===== config.mk =====
export PLATFORM = sky130hd
export DESIGN_NAME = reg_bank8x16
export DESIGN_NICKNAME = d
export VERILOG_FILES = /design/src/rtl/reg_bank8x16.sv
export SDC_FILE = /design/constraint.sdc
export NUM_CORES = 1
export LEC_CHECK = 0
export ABC_CLOCK_PERIOD_IN_PS = 2400
export CAP_MARGIN = 25
export CORE_UTILIZATION = 55
export DETAILED_ROUTE_END_ITERATION = 8
export DONT_BUFFER_PORTS = 1
export HOLD_SLACK_MARGIN = 0.03
export PLACE_DENSITY = 0.71
export SLEW_MARGIN = 20
export SYNTH_ARGS = -nofsm -noshare
export SYNTH_HDL_FRONTEND = slang
export SYNTH_SLANG_ARGS = --single-unit

===== constraint.sdc =====
create_clock -name CLK -period 2.4 [get_ports CLK]
set_input_delay 0.72 -clock CLK [delete_from_list [all_inputs] [get_ports CLK]]
set_output_delay 0.72 -clock CLK [all_outputs]
set_load 0.02 [all_outputs]

===== src/rtl/reg_bank8x16.sv =====
// reg_bank8x16: eight WIDTH-bit registers with one synchronous write port
// and an 8-cycle sequenced bulk clear. Register contents drive Q0..Q7
// continuously; per-register VALID bits track which entries hold data.

// One register slot: clear beats write, otherwise hold.
module reg_bank8x16_cell #(
  parameter int WIDTH = 16
) (
  input  logic             CLK,
  input  logic             RST_N,
  input  logic             clr_i,
  input  logic             wr_i,
  input  logic [WIDTH-1:0] wd_i,
  output logic [WIDTH-1:0] q_o,
  output logic             vld_o
);
  logic [WIDTH-1:0] q_q, q_d;
  logic             vld_q, vld_d;

  // Next-state select for this slot.
  always_comb begin
    q_d   = q_q;
    vld_d = vld_q;
    if (clr_i) begin
      q_d   = '0;
      vld_d = 1'b0;
    end else if (wr_i) begin
      q_d   = wd_i;
      vld_d = 1'b1;
    end
  end

  // Slot storage, cleared immediately on reset.
  always_ff @(posedge CLK or negedge RST_N) begin
    if (!RST_N) begin
      q_q   <= '0;
      vld_q <= 1'b0;
    end else begin
      q_q   <= q_d;
      vld_q <= vld_d;
    end
  end

  assign q_o   = q_q;
  assign vld_o = vld_q;
endmodule

module reg_bank8x16 #(
  parameter int WIDTH = 16
) (
  input  logic             CLK,
  input  logic             RST_N,
  input  logic             WE,
  input  logic [2:0]       WA,
  input  logic [WIDTH-1:0] WD,
  input  logic             CLR,
  output logic             BUSY,
  output logic             WACK,
  output logic [7:0]       VALID,
  output logic [WIDTH-1:0] Q0,
  output logic [WIDTH-1:0] Q1,
  output logic [WIDTH-1:0] Q2,
  output logic [WIDTH-1:0] Q3,
  output logic [WIDTH-1:0] Q4,
  output logic [WIDTH-1:0] Q5,
  output logic [WIDTH-1:0] Q6,
  output logic [WIDTH-1:0] Q7
);
  localparam int NUM_REGS = 8;

  typedef enum logic {IDLE = 1'b0, SWEEP = 1'b1} state_t;

  typedef struct packed {
    logic             en;
    logic [2:0]       addr;
    logic [WIDTH-1:0] data;
  } wr_req_t;

  state_t     state_q, state_d;
  logic [2:0] cnt_q, cnt_d;
  logic       wack_q, wack_d;
  wr_req_t    wr_req;

  logic [NUM_REGS-1:0]            wr_sel;
  logic [NUM_REGS-1:0]            clr_sel;
  logic [NUM_REGS-1:0][WIDTH-1:0] q_arr;

  // A write only lands in IDLE and loses to a same-edge CLR.
  always_comb begin
    wr_req.en   = (state_q == IDLE) && !CLR && WE;
    wr_req.addr = WA;
    wr_req.data = WD;
  end

  // Sweep FSM: next state, counter and write-ack.
  always_comb begin
    state_d = state_q;
    cnt_d   = cnt_q;
    wack_d  = wr_req.en;
    unique case (state_q)
      IDLE: begin
        if (CLR) begin
          state_d = SWEEP;
          cnt_d   = 3'd0;
        end
      end
      SWEEP: begin
        cnt_d = 3'(cnt_q + 3'd1);
        if (cnt_q == 3'd7) begin
          state_d = IDLE;
          cnt_d   = 3'd0;
        end
      end
      default: begin
        state_d = IDLE;
        cnt_d   = 3'd0;
      end
    endcase
  end

  // Control registers.
  always_ff @(posedge CLK or negedge RST_N) begin
    if (!RST_N) begin
      state_q <= IDLE;
      cnt_q   <= 3'd0;
      wack_q  <= 1'b0;
    end else begin
      state_q <= state_d;
      cnt_q   <= cnt_d;
      wack_q  <= wack_d;
    end
  end

  for (genvar i = 0; i < NUM_REGS; i++) begin : g_reg
    assign wr_sel[i]  = wr_req.en && (wr_req.addr == 3'(i));
    assign clr_sel[i] = (state_q == SWEEP) && (cnt_q == 3'(i));

    reg_bank8x16_cell #(.WIDTH(WIDTH)) u_cell (
      .CLK   (CLK),
      .RST_N (RST_N),
      .clr_i (clr_sel[i]),
      .wr_i  (wr_sel[i]),
      .wd_i  (wr_req.data),
      .q_o   (q_arr[i]),
      .vld_o (VALID[i])
    );
  end

  assign BUSY = (state_q == SWEEP);
  assign WACK = wack_q;

  // Q outputs are never gated; partially cleared contents are visible.
  assign Q0 = q_arr[0];
  assign Q1 = q_arr[1];
  assign Q2 = q_arr[2];
  assign Q3 = q_arr[3];
  assign Q4 = q_arr[4];
  assign Q5 = q_arr[5];
  assign Q6 = q_arr[6];
  assign Q7 = q_arr[7];
endmodule


# Yosys cells after proc, flatten, opt, wreduce, memory -nomap -nowiden
# Cells that the tools add are included.
[op_classes] n_reduce_logical=29 bitwise=1 n_mux=38 add_sub_neg=1 eq_ne=15
[op_table] operator="16-bit two-way mux" n=16
[op_table] operator="3-bit == test, second input constant" n=8
[op_table] operator="1-bit logical AND" n=18
[op_table] operator="1-bit two-way mux" n=18
[op_table] operator="2-bit nonzero test" n=8
[op_table] operator="3-bit by 2-bit == test with 1-bit output, second input constant" n=4
[op_table] operator="3-bit by 1-bit == test with 1-bit output, second input constant" n=2
[op_table] operator="3-bit zero test" n=2
[op_table] operator="3-bit two-way mux" n=2
[op_table] operator="3-bit one-hot mux with 2 select lines" n=1
[op_table] operator="3-bit by 1-bit adder with 3-bit output, second input constant" n=1
[op_table] operator="2-bit inequality test, second input constant" n=1
[op_table] operator="1-bit one-hot mux with 2 select lines" n=1
[op_table] operator="1-bit zero test" n=1
[op_table] operator="1-bit NOT" n=1
[totals] wordCells=103 out_inout_bits=138 reg_bits=141 in_bits=23

# Logic depth before layout (Yosys ltp)
# Gate-level depths: netlist of run 1.
[depth] ltp_word=6 ltp_mapped=7 depth_no_buf=5

# Modules after synthesis
# A second synthesis of run 1 with hierarchy kept.
[unflattened] cells_unflattened=488 hier_area_um2=5997.0
[by_module_without_submodules] module="reg_bank8x16_cell" seq_area_each_um2=425.4 n_inst=8 area_each_um2=694.4 cells_per_inst=55
[by_module_without_submodules] module="reg_bank8x16" seq_area_each_um2=125.1 n_inst=1 area_each_um2=441.7 cells_per_inst=48

# Worst setup path before layout of run 1
# OpenSTA, ideal clock, no wires.
[synth_path] kind="input-to-reg" startpoint="in CLR" endpoint="reg g_reg[6].u_cell.q_q[10]" required_ps=2321 path_buffers=3 t_arrival_ps=1828 setup_ps=79 path_stages=6 path_slack_ps=493 cell_sequence="or3b_1 > buf_6 > nor3_4 > buf_6 > buf_12 > mux2i_1"
[synth_via] elab_chain_cells=5
[synth_lines] element="from (decl)" line_no="56" text="input logic CLR,"
[synth_lines] element="1-bit zero test" line_no="90" text="wr_req.en = (state_q == IDLE) && !CLR && WE;"
[synth_lines] element="1-bit logical AND (2 in a row)" line_no="90"
[synth_lines] element="1-bit logical AND" line_no="135" text="assign wr_sel[i] = wr_req.en && (wr_req.addr == 3'(i));"
[synth_lines] element="2-bit nonzero test (no line)"
[synth_lines] element="to (signal assigned)" line_no="39" text="q_q <= q_d;"
[synth_lines] element="to (decl)" line_no="17" text="logic [WIDTH-1:0] q_q, q_d;"
# Every way passes these cells.
# A chain may end at the register's enable or synchronous reset.

# Final worst setup path of run 1
[layout_path] startpoint="reg state_q, in the netlist BUSY" endpoint="out BUSY"
[layout_rtl] element="from (decl)" line_no="79" text="state_t state_q, state_d;"
[layout_rtl] element="from (signal assigned)" line_no="128" text="state_q <= state_d;"
[layout_rtl] element="to (decl)" line_no="57" text="output logic BUSY,"
# No word-level cell between the ends.

==> metrics.md, run 1 <==
| Metric | Value |
|---|---|
| Outcome | `complete, but fails checks` |
| Violated checks | `negative hold slack` |
| Num CTS Buffers | `17` |
| Avg Cell Area, Syn | `approximately 12 sq um` |
| Antenna diode count | `0` |
| CTS-repair resized insts | `0` |
| Placed Area | `6000 sq um` |
| Layout cell share with drive strength beyond 1 | `~9.6%` |
| Chip width | `106 um` |
| Vias per Instance | `between 5 and 6` |
| Pins Over Slew Limit | `0` |
| ANT nets after route | `0` |
| Yosys top cell by area | `dfrtp_1` |
| Fmax | `a little over 0.5 GHz` |
| Worst Skew | `a little under 7 ps` |
| CP Data Arrival Time | `around 1300 ps` |
| Clock Path Buffers | `2` |
| First-pass GRT wire length | `between 20000 and 25000 um` |
| Crit. End Element | `output port` |
| Measured slew at the worst slew-check pin | `810 ps` |
| Multi-input gate area | `~2100 sq um` |
| DP Cell Count | `614` |
| Final worst slack | `between 400 and 500 ps` |
| Pin count of the biggest net entering global routing | `between 100 and 150` |
| CP max FO | `10` |
| Clock power share | `around 28%` |
| Post-synthesis sequential element count | `141` |
| Filler Cell Count | `around 850` |
| Total power | `slightly below 9 mW` |
| Synth warn | `0` |
| Crit path max-delay cell type | `dfrtp_1` |
| Detail Placement HPWL | `around 9500 um` |
| Internal cell power | `5.31 mW` |
| Final Util | `63.1%` |
| Worst EP required | `roughly 1700 ps` |
| Top FF cell, synth | `dfrtp_1` |
| Number of global-route vias before repair | `a little under 4000` |
| Fin area | `between 6000 and 7000 sq um` |
| Final #Nets | `about 530` |
| Post-synth EDFFs | `0` |
| Antenna violations before repair | `0` |
| Placer Congestion | `~0.8` |
| Max VDD drop | `around 670 uV` |
| First DRT Iteration DRCs | `~170` |
| Pre-CTS WS | `~400 ps` |
| Post-synthesis sequential area ratio | `around three fifths` |
| Async set-reset flop share out of synthesis | `100%` |
| Detailed Routing Iterations Pass 1 | `4` |
| Startpoint Class | `flop` |
| Core area | `10400 sq um` |
| Synth cell count leaders | `dfrtp_1, nand2_1, mux2i_1` |
| Sequential share of power | `about 56%` |
| Cell count after synthesis | `about 500` |
| Final Cycle Share | `82.5%` |
| Post-CTS Setup Bufs | `0` |
| Max-Cap Viols | `0` |
| Slew margin rel. | `a little under half` |
| Logic pwr share | `15.2%` |
| Clock transition at path regs | `around 60 ps` |
| Total die area | `11300 sq um` |
| Ports | `161` |
| Routed len/inst | `roughly 22 um` |
| CP peak stage delay | `a little under 500 ps` |
| Std cell rows | `37` |
| Area grow syn2layout | `10.1%` |
| Final setup violation count | `0` |
| RSZ-0062 raised after global routing | `false` |
| Critical setup path kind | `flop to output port` |
| Sw Pwr | `between 3 and 4 mW` |
| Cell with the most instances after synthesis | `dfrtp_1` |
| Syn nets | `about 530` |
| PortBufs | `0` |
| FF/Latch Area | `3530 sq um` |
| Vias | `about 3700` |
| Die Span Y | `between 100 and 150 um` |
| Initial Util | `between 50% and 60%` |
| Worst hold path class | `input pin to async pin` |
| Yosys top cell area share | `approximately three fifths` |
| Buf+Inv Stages, Crit Path | `1` |
| Grt ovf | `0` |
| Unique cell type count in the Yosys netlist | `26` |
| Root buf cell | `clkbuf_8` |
| Lkg Pwr | `roughly 3.2 nW` |
| Post-layout min period | `1980 ps` |
| Post-route DRC | `0` |
| WHS | `-103 ps` |
| Total Wirelength | `about 14000 um` |
| Clock latency on the worst-skew pair | `about 520 ps` |
| CP Cell Sequence | `buf_4` |
| Sink Count | `about 140` |
| Cell area after synthesis | `around 6000 sq um` |
| Total negative setup slack | `0 ps` |
| Synth top area cells | `dfrtp_1, mux2i_1, nand2_1` |
| Largest delay share family, worst path | `flip-flops` |
| GRT Total Usage | `26.7%` |
| Sw frac | `about two fifths` |
| CTS tree | `built` |
| Final Hold Vio Count | `141` |
| H-tree depth | `4` |
| Final non-filler cell total | `between 600 and 700` |
| Power density over cell area | `1350 nW/um^2` |
registers in the layout, indices dropped and copies added, names as in the netlist:
name            count
WACK                1
cnt_q               3
BUSY                1
g.u_cell.vld_o      8
g.u_cell.q_o      128
metal layers:
metal  global-route usage (%)  up-vias  wire length [um]  part of all wire, %
li1                         -     1635                 -                    -
met1                     32.6     1862              5820                   41
met2                     43.7      136              6800                   48
met3                     9.69       19              1200                  8.5
met4                     9.72        0               212                  1.5
met5                        0        -                 0                    0
final timing paths:
path | cells past startpoint | startpoint | endpoint | slack [ps]
worst max-delay path | 1 | BUSY | BUSY | 420
worst min-delay path | 0 | RST_N | g_reg[3].u_cell.q_o[10] | -100
worst max register to register | 4 | BUSY | g_reg[6].u_cell.q_o[7] | 580
worst min register to register | 1 | cnt_q[0] | cnt_q[0] | 580
max in group asynchronous | 0 | RST_N | g_reg[6].u_cell.q_o[6] | 2300
min in group CLK | 1 | CLR | cnt_q[2] | 280
power groups by stage:
stage               clock network [mW]  registers, mW  logic [mW]
floorplan                            0           4.71        1.21
global placement                     0           5.03        1.25
detailed placement                   0           5.05        1.35
CTS                               2.57           5.03        1.35
global route                      2.67           5.11        1.54
finish                            2.54           5.01        1.35
cell type report:
class,count,area share (%)
Tap cell,136,2.59
Timing Repair Buffer,13,1.48
Clock inverter,10,1.71
Inverter,21,1.20
Clock buffer,22,7.04
Multi-Input combinational cell,303,32.3
Sequential cell,141,53.7
cells in the final DEF, fill, tap and decap left out, types with 4 or more instances in the layout:
master,n
nand2_1,135
nand3_1,5
buf_4,13
dfrtp_1,141
clkbuf_16,16
o21a_1,5
inv_1,21
nor2_4,4
clkbuf_8,4
clkinv_2,4
mux2i_1,128
ha_1,6
nand3b_1,5
logic make-up after synthesis:
logic type	share of synthesized area, %
muxes	21.5
buffers and inverters	5.41
DFF	59.1
AOI/OAI and AO/OA	1.30
and+or+nand+nor	11.5
adders and majority gates	1.26
Note: power is estimated with default switching activity, not from simulation.
==> inputs of run 2 (changes only) <==
Settings changed: ABC_CLOCK_PERIOD_IN_PS 2400 to 1800, PLACE_DENSITY 0.71 to 0.74.
Clock period 2.4 ns to 1.8 ns, I/O delays scaled along.
==> run 2 against run 1 <==
The run still ends with negative hold slack left. Sequential power is 34% higher. Setup slack worse by 350 ps. First-iteration DRC count is 27% higher. Via count is 2.5% higher. Clock skew hardly changed. Critical endpoint unchanged.
==> metrics.md, run 2 (synthesized netlist as in run 1, its figures left out) <==
| Metric | Value |
|---|---|
| Number of global-route vias before repair | `4020 (+1.5%)` |
| Clock Path Buffers | `2 (unchanged)` |
| Initial Util | `57.3% (unchanged)` |
| Violated checks | `negative hold slack` |
| Std cell rows | `37 (unchanged)` |
| Detail Placement HPWL | `9860 um (+4.1%)` |
| Slew margin rel. | `72.9% (+27 points)` |
| Outcome | `complete, but fails checks` |
| WHS | `-292 ps (-189 ps)` |
| Internal cell power | `7.56 mW (+42%)` |
| Pin count of the biggest net entering global routing | `142 (unchanged)` |
| Sequential share of power | `53.9% (-2.4 points)` |
| Post-layout min period | `about 1700 ps` |
| Power density over cell area | `1830 nW/um^2 (+35%)` |
| Final Hold Vio Count | `141 (unchanged)` |
| Post-route DRC | `0 (unchanged)` |
| Vias | `3742 (+2.5%)` |
| CP Data Arrival Time | `1190 ps (-70 ps)` |
| Ports | `161 (unchanged)` |
| First DRT Iteration DRCs | `210 (+27%)` |
| Grt ovf | `0 (unchanged)` |
| Num CTS Buffers | `17 (unchanged)` |
| Total Wirelength | `14600 um (+4.3%)` |
| Post-CTS Setup Bufs | `0 (unchanged)` |
| Pins Over Slew Limit | `0 (unchanged)` |
| GRT Total Usage | `27.6% (+0.90 points)` |
| First-pass GRT wire length | `22900 um (+3.4%)` |
| Die Span Y | `106 um (unchanged)` |
| H-tree depth | `4 (unchanged)` |
| Sw Pwr | `4.87 mW (+36%)` |
| Filler Cell Count | `796 (-6.6%)` |
| Chip width | `106 um (unchanged)` |
| Crit path max-delay cell type | `dfrtp_2` |
| Worst EP required | `1260 ps (-420 ps)` |
| Critical setup path kind | `flop to output port` |
| Vias per Instance | `5.72 (+1.2%)` |
| Root buf cell | `clkbuf_8` |
| Placer Congestion | `0.758 (-3.5%)` |
| Layout cell share with drive strength beyond 1 | `11.8% (+2.2 points)` |
| RSZ-0062 raised after global routing | `false` |
| Clock power share | `30.3% (+1.8 points)` |
| Lkg Pwr | `3.28 nW (+2.7%)` |
| Buf+Inv Stages, Crit Path | `1 (unchanged)` |
| Core area | `10400 sq um (unchanged)` |
| Most common cell after layout, fill and taps aside | `dfrtp_1` |
| Fmax | `around 0.58 GHz` |
| PortBufs | `0 (unchanged)` |
| Total die area | `11300 sq um (unchanged)` |
| Final Util | `65.2% (+2.0 points)` |
| Clock latency on the worst-skew pair | `520 ps (about the same)` |
| CTS tree | `built` |
| CP max FO | `12 (+2)` |
| Largest delay share family, worst path | `flip-flops` |
| Antenna violations before repair | `0 (unchanged)` |
| Sw frac | `39.2% (-1.1 points)` |
| Sink Count | `141 (unchanged)` |
| Max-Cap Viols | `0 (unchanged)` |
| Antenna diode count | `0 (unchanged)` |
| Max reg flops | `128 (unchanged)` |
| Detailed Routing Iterations Pass 1 | `5 (+1)` |
| Final #Nets | `535 (+1.7%)` |
| Worst hold path class | `input pin to async pin` |
| ANT nets after route | `0 (unchanged)` |
| Final Cycle Share | `a little over nine tenths` |
| Max VDD drop | `957 uV (+44%)` |
| CP Cell Sequence | `buf_4` |
| Routed len/inst | `22.4 um (+3.0%)` |
| Commonest non-fill, non-tap cells in the layout | `dfrtp_1, nand2_1, mux2i_1, inv_1` |
| Final setup violation count | `0 (unchanged)` |
| Logic pwr share | `15.8% (+0.6 points)` |
| Total power | `12.4 mW (+40%)` |
| Crit. End Element | `output port` |
| Clock transition at path regs | `60 ps (about the same)` |
| Worst Skew | `6.41 ps (-0.411 ps)` |
| Measured slew at the worst slew-check pin | `407 ps (-404 ps)` |
| CP peak stage delay | `480 ps (about the same)` |
| Startpoint Class | `flop` |
| Area grow syn2layout | `13.7%` |
run 2: final timing paths:
path,start,end,slack (ps),depth (start not counted)
max,BUSY,BUSY,70,1
min,RST_N,g_reg[3].u_cell.q_o[8],-290,0
max reg2reg,BUSY,g_reg[6].u_cell.q_o[12],100,4
min reg2reg,cnt_q[0],cnt_q[0],570,1
max in group asynchronous,RST_N,BUSY,1900,0
min in group CLK,CLR,cnt_q[2],100,1
run 2: layer usage:
metal / part of all wire, % / global-route usage, % / vias up
met3: 10 / 10.4 / 24
met4: 2.0 / 10.6 / 0
li1: - / - / 1648
met2: 49 / 46.3 / 154
met5: 0 / 0 / -
met1: 39 / 32.1 / 1916
run 2: metrics by stage:
step	instance area [sq um]	std cells	hold WS [ps]	TNS, ps	worst slack [ps]
2_1_floorplan	5970	498	244	0	11.8
3_3_place_gp	6150	624	249	0	65.3
3_5_place_dp	6150	624	248	-19.0	-16.2
4_1_cts	6780	654	-306	0	15.3
5_1_grt	6790	654	-311	0	40.2
6_report	6790	654	-292	0	66.2
run 2: power groups by stage:
stage	Combinational [mW]	Sequential (mW)	Clock, mW
4_1_cts	1.96	6.73	3.79
3_3_place_gp	1.80	6.72	0
5_1_grt	2.22	6.85	3.92
3_5_place_dp	1.97	6.74	0
2_1_floorplan	1.62	6.29	0
6_report	1.96	6.70	3.77
run 2: timing repair:
item	in CTS	in global routing
hold endpoints to repair	141	141
resized for setup	0	2
setup endpoints to repair	1	15
run 2: area by class of cell:
cell class                 instances  area (sq um)  area share, %
clock buffer                      20           445           6.56
clock inverter                    11           190           2.80
inverter                          21          78.8           1.16
multi-input combinational        303          2130           31.4
sequential                       141          3530           52.0
tap                              136           170           2.51
timing repair buffer              22           240           3.54
